File: src/rtl/cpu_run_ctrl_if.sv
// Run-controller port bundle: switch/receiver inputs and instruction-memory write outputs.
// Handshake: i_rx_dv is a one-cycle valid with no ready; a word that cannot be stored is discarded and flagged by a one-cycle o_drop.
interface cpu_run_ctrl_if #(
   parameter int ADDR_W  = 8,
   parameter int INSTR_W = 16
);
   logic               i_run_sw;
   logic               i_step_sw;
   logic               i_rx_dv;
   logic [INSTR_W-1:0] i_rx_instr;
   logic               i_loopf;
   logic               o_we;
   logic [ADDR_W-1:0]  o_waddr;
   logic [INSTR_W-1:0] o_wdata;
   logic               o_cpu_en;
   logic [1:0]         o_state;
   logic [ADDR_W:0]    o_prog_len;
   logic               o_full;
   logic               o_drop;

   modport master (
      output i_run_sw, i_step_sw, i_rx_dv, i_rx_instr, i_loopf,
      input  o_we, o_waddr, o_wdata, o_cpu_en, o_state, o_prog_len, o_full, o_drop
   );

   modport slave (
      input  i_run_sw, i_step_sw, i_rx_dv, i_rx_instr, i_loopf,
      output o_we, o_waddr, o_wdata, o_cpu_en, o_state, o_prog_len, o_full, o_drop
   );
endinterface

File: src/rtl/cpu_run_ctrl.sv
// CPU run controller: loads a program from the receiver, then gates the CPU clock enable.
// Define CPU_RUN_CTRL_STEP_EN to enable the PAUSE state and single-step support.
module cpu_run_ctrl #(
   parameter int ADDR_W  = 8,
   parameter int INSTR_W = 16
) (
   input  logic           i_Clk,
   input  logic           w_rst,
   cpu_run_ctrl_if.slave  bus
);

   typedef enum logic [1:0] {
      S_LOAD  = 2'd0,
      S_RUN   = 2'd1,
      S_PAUSE = 2'd2,
      S_DONE  = 2'd3
   } state_t;

   localparam logic [ADDR_W:0] CAP = {1'b1, {ADDR_W{1'b0}}};

   state_t              state, state_nx;
   logic                run_q;
   logic                run_ev;
   logic [ADDR_W:0]     prog_len;
   logic                full;
   logic                we;
   logic [ADDR_W-1:0]   waddr;
   logic [INSTR_W-1:0]  wdata;
   logic                cpu_en;
   logic                drop;

   assign run_ev = run_q & ~bus.i_run_sw;
   assign full   = (prog_len == CAP);

`ifdef CPU_RUN_CTRL_STEP_EN
   logic step_q;
   logic step_ev;
   logic step_pulse;
   assign step_ev = step_q & ~bus.i_step_sw;
`else
   logic unused_step;
   assign unused_step = bus.i_step_sw;
`endif

   // Run events outrank i_loopf, which outranks step events.
   always_comb begin
      state_nx = state;
`ifdef CPU_RUN_CTRL_STEP_EN
      step_pulse = 1'b0;
`endif
      case (state)
         S_LOAD: begin
            if (run_ev) begin
               if (prog_len != '0) state_nx = S_RUN;
            end
`ifdef CPU_RUN_CTRL_STEP_EN
            else if (step_ev) state_nx = S_PAUSE;
`endif
         end
         S_RUN: begin
            if (run_ev)            state_nx = S_LOAD;
            else if (bus.i_loopf)  state_nx = S_DONE;
`ifdef CPU_RUN_CTRL_STEP_EN
            else if (step_ev)      state_nx = S_PAUSE;
`endif
         end
         S_PAUSE: begin
`ifdef CPU_RUN_CTRL_STEP_EN
            if (run_ev)            state_nx = S_RUN;
            else if (bus.i_loopf)  state_nx = S_DONE;
            else if (step_ev)      step_pulse = 1'b1;
`else
            state_nx = S_LOAD;
`endif
         end
         default: begin
            if (run_ev) state_nx = S_LOAD;
         end
      endcase
   end

   always_ff @(posedge i_Clk or posedge w_rst) begin
      if (w_rst) begin
         state    <= S_LOAD;
         run_q    <= 1'b0;
`ifdef CPU_RUN_CTRL_STEP_EN
         step_q   <= 1'b0;
`endif
         prog_len <= '0;
         we       <= 1'b0;
         waddr    <= '0;
         wdata    <= '0;
         cpu_en   <= 1'b0;
         drop     <= 1'b0;
      end else begin
         run_q  <= bus.i_run_sw;
`ifdef CPU_RUN_CTRL_STEP_EN
         step_q <= bus.i_step_sw;
         cpu_en <= (state_nx == S_RUN) | step_pulse;
`else
         cpu_en <= (state_nx == S_RUN);
`endif
         state  <= state_nx;
         we     <= 1'b0;
         drop   <= 1'b0;
         if (bus.i_rx_dv) begin
            if (state == S_LOAD && !full) begin
               we       <= 1'b1;
               waddr    <= prog_len[ADDR_W-1:0];
               wdata    <= bus.i_rx_instr;
               prog_len <= prog_len + 1'b1;
            end else begin
               drop <= 1'b1;
            end
         end
         // Re-entering LOAD starts a fresh program.
         if (state_nx == S_LOAD && state != S_LOAD) prog_len <= '0;
      end
   end

   assign bus.o_we       = we;
   assign bus.o_waddr    = waddr;
   assign bus.o_wdata    = wdata;
   assign bus.o_cpu_en   = cpu_en;
   assign bus.o_state    = state;
   assign bus.o_prog_len = prog_len;
   assign bus.o_full     = full;
   assign bus.o_drop     = drop;

endmodule

File: src/flat_wrapper.sv
// flat-port wrapper written by rule: the top's interface ports become plain ports
module cpu_run_ctrl_flat 
#(
   parameter int ADDR_W  = 8,
   parameter int INSTR_W = 16
)
  (i_Clk, w_rst, bus_i_run_sw, bus_i_step_sw, bus_i_rx_dv, bus_i_rx_instr, bus_i_loopf, bus_o_we, bus_o_waddr, bus_o_wdata, bus_o_cpu_en, bus_o_state, bus_o_prog_len, bus_o_full, bus_o_drop);
  cpu_run_ctrl_if #(.ADDR_W(ADDR_W), .INSTR_W(INSTR_W)) bus_i ();
  input  logic i_Clk;
  input  logic w_rst;
  input wire logic [$bits(bus_i.i_run_sw)-1:0] bus_i_run_sw;
  input wire logic [$bits(bus_i.i_step_sw)-1:0] bus_i_step_sw;
  input wire logic [$bits(bus_i.i_rx_dv)-1:0] bus_i_rx_dv;
  input wire logic [$bits(bus_i.i_rx_instr)-1:0] bus_i_rx_instr;
  input wire logic [$bits(bus_i.i_loopf)-1:0] bus_i_loopf;
  output wire logic [$bits(bus_i.o_we)-1:0] bus_o_we;
  output wire logic [$bits(bus_i.o_waddr)-1:0] bus_o_waddr;
  output wire logic [$bits(bus_i.o_wdata)-1:0] bus_o_wdata;
  output wire logic [$bits(bus_i.o_cpu_en)-1:0] bus_o_cpu_en;
  output wire logic [$bits(bus_i.o_state)-1:0] bus_o_state;
  output wire logic [$bits(bus_i.o_prog_len)-1:0] bus_o_prog_len;
  output wire logic [$bits(bus_i.o_full)-1:0] bus_o_full;
  output wire logic [$bits(bus_i.o_drop)-1:0] bus_o_drop;
  assign bus_i.i_run_sw = bus_i_run_sw;
  assign bus_i.i_step_sw = bus_i_step_sw;
  assign bus_i.i_rx_dv = bus_i_rx_dv;
  assign bus_i.i_rx_instr = bus_i_rx_instr;
  assign bus_i.i_loopf = bus_i_loopf;
  assign bus_o_we = bus_i.o_we;
  assign bus_o_waddr = bus_i.o_waddr;
  assign bus_o_wdata = bus_i.o_wdata;
  assign bus_o_cpu_en = bus_i.o_cpu_en;
  assign bus_o_state = bus_i.o_state;
  assign bus_o_prog_len = bus_i.o_prog_len;
  assign bus_o_full = bus_i.o_full;
  assign bus_o_drop = bus_i.o_drop;
  cpu_run_ctrl #(.ADDR_W(ADDR_W), .INSTR_W(INSTR_W)) u_core (.i_Clk(i_Clk), .w_rst(w_rst), .bus(bus_i));
endmodule
File: config.mk
export PLATFORM = sky130hd
export DESIGN_NAME = cpu_run_ctrl_flat
export DESIGN_NICKNAME = d
export VERILOG_FILES = /design/src/rtl/cpu_run_ctrl_if.sv /design/src/rtl/cpu_run_ctrl.sv /design/src/flat_wrapper.sv
export SDC_FILE = /design/constraint.sdc
export NUM_CORES = 1
export LEC_CHECK = 0
export ABC_AREA = 1
export ABC_CLOCK_PERIOD_IN_PS = 1410
export CORE_ASPECT_RATIO = 1.2
export CORE_MARGIN = 4
export CORE_UTILIZATION = 40
export CTS_CLUSTER_SIZE = 12
export DETAILED_ROUTE_END_ITERATION = 8
export GPL_ROUTABILITY_DRIVEN = 0
export PLACE_DENSITY = 0.75
export SYNTH_ARGS = -nofsm -noshare
export SYNTH_HDL_FRONTEND = slang
export SYNTH_SLANG_ARGS = --single-unit
File: constraint.sdc
create_clock -name i_Clk -period 1.41 [get_ports i_Clk]
set_input_delay 0.2115 -clock i_Clk [delete_from_list [all_inputs] [get_ports i_Clk]]
set_output_delay 0.2115 -clock i_Clk [all_outputs]
set_load 0.05 [all_outputs]
Word-level counts from Yosys, hierarchy flattened
Cells that the tools add are included.
- input port bits: 22
- output and inout bits: 39
- bits in latches: 0
- logic and storage cells: 39
- register bits after elaboration: 39
- bits in writable memories: 0
- memory bits (read-only): 0
- memories: 0
- order comparisons: 0
- add/sub/neg operators: 1
- $mul: 0
- multiplexer cells: 13
- shifts and indexed selects: 0
- equal/unequal tests: 4
- reduce and logical (&&, ||, !) cells: 11
- divide/modulo/power cells: 0
- bitwise logic cells: 2
- operator list (operator ; count):
    $mux W9 ; 3
    $mux W2 ; 5
    $add A9 B1 Y9 const B ; 1
    $eq A9 B9 Y1 const B ; 1
    $reduce_bool A9 Y1 ; 1
    $pmux W2 S3 ; 1
    $reduce_bool A2 Y1 ; 3
    $eq A2 B1 Y1 const B ; 2
    $logic_not A2 Y1 ; 2
    $mux W1 ; 4
    $reduce_and A2 Y1 ; 2
    $eq A2 B2 Y1 const B ; 1
    $logic_and A1 B1 Y1 ; 2
    $and A1 B1 Y1 ; 1
    $logic_not A1 Y1 ; 1
    $not A1 Y1 ; 1

Longest topological paths before layout
- word-level depth: 8
- mapped depth: 10
- gate-level depth less buffers: 10

Worst setup path before layout
OpenSTA, ideal clock, no wires.
- path type: register to register
- start: reg u_core.prog_len[0], in the netlist u_core.bus.o_prog_len[0]
- end: reg u_core.waddr[4], in the netlist u_core.bus.o_waddr[4]
- stages on the path, launching flop included: 11
- setup slack: -0.363 ns
- period minus slack after synthesis: 1.773 ns
- setup time: 0.120 ns
- required time: 1.290 ns
- path buffers: 2
- arrival: 1.653 ns
- path through: dfrtp_1 inv_1 ha_1 nand2_1 nor2_2 nand2_2 nand3_2 buf_6 buf_6 nand2_1 nand2_1
- longest elaborated chain between the ends: 4
- ends and longest elaborated chain (element ; RTL line ; RTL):
    from (decl) ; cpu_run_ctrl.sv:24 ; logic [ADDR_W:0] prog_len;
    from (signal assigned) ; cpu_run_ctrl.sv:111 ; prog_len <= prog_len + 1'b1;
    $eq A9 B9 Y1 ; cpu_run_ctrl.sv:33 ; assign full = (prog_len == CAP);
    $logic_not A1 Y1 ; cpu_run_ctrl.sv:107 ; if (state == S_LOAD && !full) begin
    $logic_and A1 B1 Y1 ; cpu_run_ctrl.sv:107 ;
    $reduce_and A2 Y1 (no line) ; - ;
    to (signal assigned) ; cpu_run_ctrl.sv:109 ; waddr <= prog_len[ADDR_W-1:0];
    to (decl) ; cpu_run_ctrl.sv:27 ; logic [ADDR_W-1:0] waddr;
No other way between the ends.
A chain may end at the register's enable or synchronous reset.

Final worst setup path
- start: reg u_core.prog_len[1], in the netlist u_core.bus.o_prog_len[1]
- end: out bus_o_full
- longest elaborated chain between the ends: 1
- ends and longest elaborated chain (element ; RTL line ; RTL):
    $eq A9 B9 Y1 ; cpu_run_ctrl.sv:33 ;
    to (decl) ; flat_wrapper.sv:22 ; output wire logic [$bits(bus_i.o_full)-1:0] bus_o_full;
No other way between the ends.

==> impl_metrics.env <==
export IMPL_tightest_slew_ns=0.363
export IMPL_fin_skew_ns=0.00437
export IMPL_critPathLaunchType="flip-flop"
export IMPL_avgRoutedWirePerCell_um=14.0
export IMPL_netlist_instances=214
export IMPL_gr_total_overflow=0
export IMPL_fmax_mhz=597
export IMPL_cp_arrival_ns=1.46
export IMPL_reg2reg_slack_ns=-0.25
export IMPL_fin_crit_sh_pct=119
export IMPL_vias_per_cell=4.83
export IMPL_fin_util_pct=78.1
export IMPL_post_route_drc_count=0
export IMPL_failed_checks="setup timing"
export IMPL_cts_root_buf="clkbuf_8"
export IMPL_p_per_area_nw_per_um2=2500
export IMPL_slowest_delay_ns=0.41
export IMPL_layout_drive_gt1_share_pct=35.8
export IMPL_vias=1769
export IMPL_pin_count=61
export IMPL_rows=26
export IMPL_layout_min_cycle_time_ns=1.67
export IMPL_syn_avg_cell_area_um2=8.15
export IMPL_clkSlewWorstSetupHoldPaths_ns=0.07
export IMPL_yosys_warnings=0
export IMPL_power_leakage_nw=1.61
export IMPL_coreArea_um2=4230
export IMPL_cp_cell_sequence="inv_2 > ha_4 > nand2_4 > nor2_4 > nand2_2 > buf_6 > clkinvlp_4 > buf_12"
export IMPL_worst_path_max_delay_cell="dfrtp_2"
export IMPL_met1_usage_pct=19.9
export IMPL_nets=333
export IMPL_relSlewSlack_pct=75.7
export IMPL_design_die_area_um2=5490
export IMPL_gr_usage_met3_pct=4.48
export IMPL_yosys_register_bits=39
export IMPL_portBuffers=59
export IMPL_drt_pass1_iter_count=4
export IMPL_max_cap_violations=0
export IMPL_crit_path_end_kind="output port"
export IMPL_hp_class="in2async"
export IMPL_clockBufferDepth=2
export IMPL_fillers=274
export IMPL_insertion_delay_ns=0.28
export IMPL_antenna_found_initial=0
export IMPL_worst_path_max_fanout=2
export IMPL_post_place_ws_ns=-0.150
export IMPL_finalSetupViolCount=35
export IMPL_cts_sink_count=39
export IMPL_grt_first_pass_wirelength_mm=8.21
export IMPL_reg2reg_to="u_core.bus.o_waddr[6]"
export IMPL_worst_r2r_cell_count=11
export IMPL_synth_cell_types=19
export IMPL_grt_max_degree=40
export IMPL_yosysSeqAreaShare_pct=56.0
export IMPL_hpwl_mm=3.35
export IMPL_fp_dieW_um=68.3
export IMPL_grt_setup_unrepaired="true"
export IMPL_cts_tree="yes"
export IMPL_grt_use_total_pct=20.1
export IMPL_status="finished, violations left"
export IMPL_synth_area_um2=1740
export IMPL_wl_mm=5.13
export IMPL_die_h_um=80.3
export IMPL_first_iter_violations=98
export IMPL_h_tree_depth=2
export IMPL_busiest_layer="met2"
export IMPL_synthesis_nets=238
export IMPL_finalMaxSlewViolations=0
export IMPL_cts_buffers=5
export IMPL_syn2layout_area_growth_pct=89.4
export IMPL_grtUsageMet2_pct=37.5
export IMPL_vdd_ir_drop_max_uv=1430
export IMPL_initial_core_util_pct=41.2
export IMPL_n_antenna_cell=0
export IMPL_r2r_start="u_core.bus.o_prog_len[1]"
export IMPL_antenna_left=0
export IMPL_crit_required_ns=1.20
export IMPL_final_hold_viol_count=0
export IMPL_setup_ws_ns=-0.264
export IMPL_critPathKind="reg2out"
export IMPL_grt_pass1_vias=1889
export IMPL_cts_hold_buf=0
state kept, by name (all words and copies together), names as in the netlist:
name	cells
u_core.bus.o_waddr	8
u_core.bus.o_state	2
u_core.bus.o_cpu_en	1
u_core.bus.o_we	1
u_core.bus.o_prog_len	9
u_core.run_q	1
u_core.bus.o_drop	1
u_core.bus.o_wdata	16
critical path, delay by kind of cell (launching register included):
kind	cells	cell delay (ns)
buffers and inverters	4	0.42
and+or+nand+nor	3	0.22
DFF	1	0.41
adders and majority gates	1	0.14
Yosys cell counts:
cell type	number	area [µm²]
nand3b_1	1	7.51
o21ai_0	6	30.0
ha_1	2	25.0
nand3_1	9	45.0
buf_2	3	15.0
a21oi_1	2	10.0
inv_1	14	52.6
nor3_1	1	5.00
buf_6	2	22.5
nand2_2	3	18.8
nor2_2	3	18.8
nor2_1	16	60.1
nand4_1	3	18.8
nand3_2	1	10.0
dfrtp_1	39	976
nand2_1	105	394
o21ai_2	1	8.76
xnor2_1	2	17.5
xor2_1	1	8.76
worst max-delay path by stage:
stage / slack (ns) / start / end / cells after the start
detailed placement: -0.15 / bus_i_run_sw / u_core.bus.o_prog_len[2] / 7
CTS: -0.27 / u_core.bus.o_prog_len[0] / bus_o_full / 8
finish: -0.26 / u_core.bus.o_prog_len[1] / bus_o_full / 8
global placement: -0.11 / bus_i_run_sw / u_core.bus.o_prog_len[5] / 7
global route: -0.34 / u_core.bus.o_prog_len[1] / bus_o_full / 8
floorplan: -0.17 / u_core.bus.o_prog_len[0] / u_core.bus.o_waddr[7] / 10
per-stage QoR:
stage / instance area (µm²) / setup TNS [ns] / power, mW / hold slack (ns) / std cells
after floorplan: 1780 / -4.82 / 4.28 / 0.243 / 214
after global placement: 3010 / -1.14 / 6.81 / 0.517 / 352
after detailed placement: 3010 / -2.20 / 6.89 / 0.520 / 352
after CTS: 3270 / -5.77 / 8.20 / 0.287 / 366
after global routing: 3300 / -10.54 / 8.67 / 0.290 / 366
final: 3300 / -7.19 / 8.27 / 0.274 / 366
area by class of cell:
class / count / area [µm²] / share of cell area (%)
Timing Repair Buffer: 92 / 1280 / 38.9
Inverter: 14 / 63.8 / 1.93
Multi-Input combinational cell: 157 / 782 / 23.7
Clock buffer: 6 / 82.6 / 2.50
Clock inverter: 2 / 35.0 / 1.06
Sequential cell: 39 / 985 / 29.8
Tap cell: 56 / 70.1 / 2.12
timing repair:
| action | CTS | global route |
|---|---|---|
| resized for setup | 29 | 6 |
| setup buffers | 5 | 1 |
| cloned | 2 | 1 |
| hold endpoints to repair | 0 | 0 |
| pin swaps | 4 | 6 |
| setup endpoints to repair | 30 | 36 |
routing by layer:
metal	vias up	share of wire, %
met1	844	37
li1	851	-
met4	0	2.2
met5	-	0
met3	14	6.1
met2	60	55
where the power goes:
group	leakage [nW]	internal (mW)	switching, mW	total [mW]
registers	0.495	1.54	0.418	1.96
logic	1.05	2.45	2.91	5.36
clock network	0.0612	0.572	0.379	0.951
total	1.61	4.57	3.70	8.27
cells by family after synthesis:
group,synth area share [%]
and+or+nand+nor,33.1
DFF,56.0
buffers and inverters,5.16
AOI/OAI and AO/OA,2.80
xor gates and xnor gates,1.51
adders and majority gates,1.43
cells in the final DEF (no fill, tap or decap), types with 3 or more instances in the layout:
cell	n
nand3_1	9
dfrtp_2	7
nand2_4	3
nand4_1	3
nor2_1	16
o21ai_1	5
buf_12	40
dfrtp_1	32
inv_1	10
clkdlybuf4s50_1	20
nand2_1	96
buf_4	25
buf_6	5
nand2_2	8
clkbuf_8	6
No activity file was read; power rests on OpenSTA's default activity.
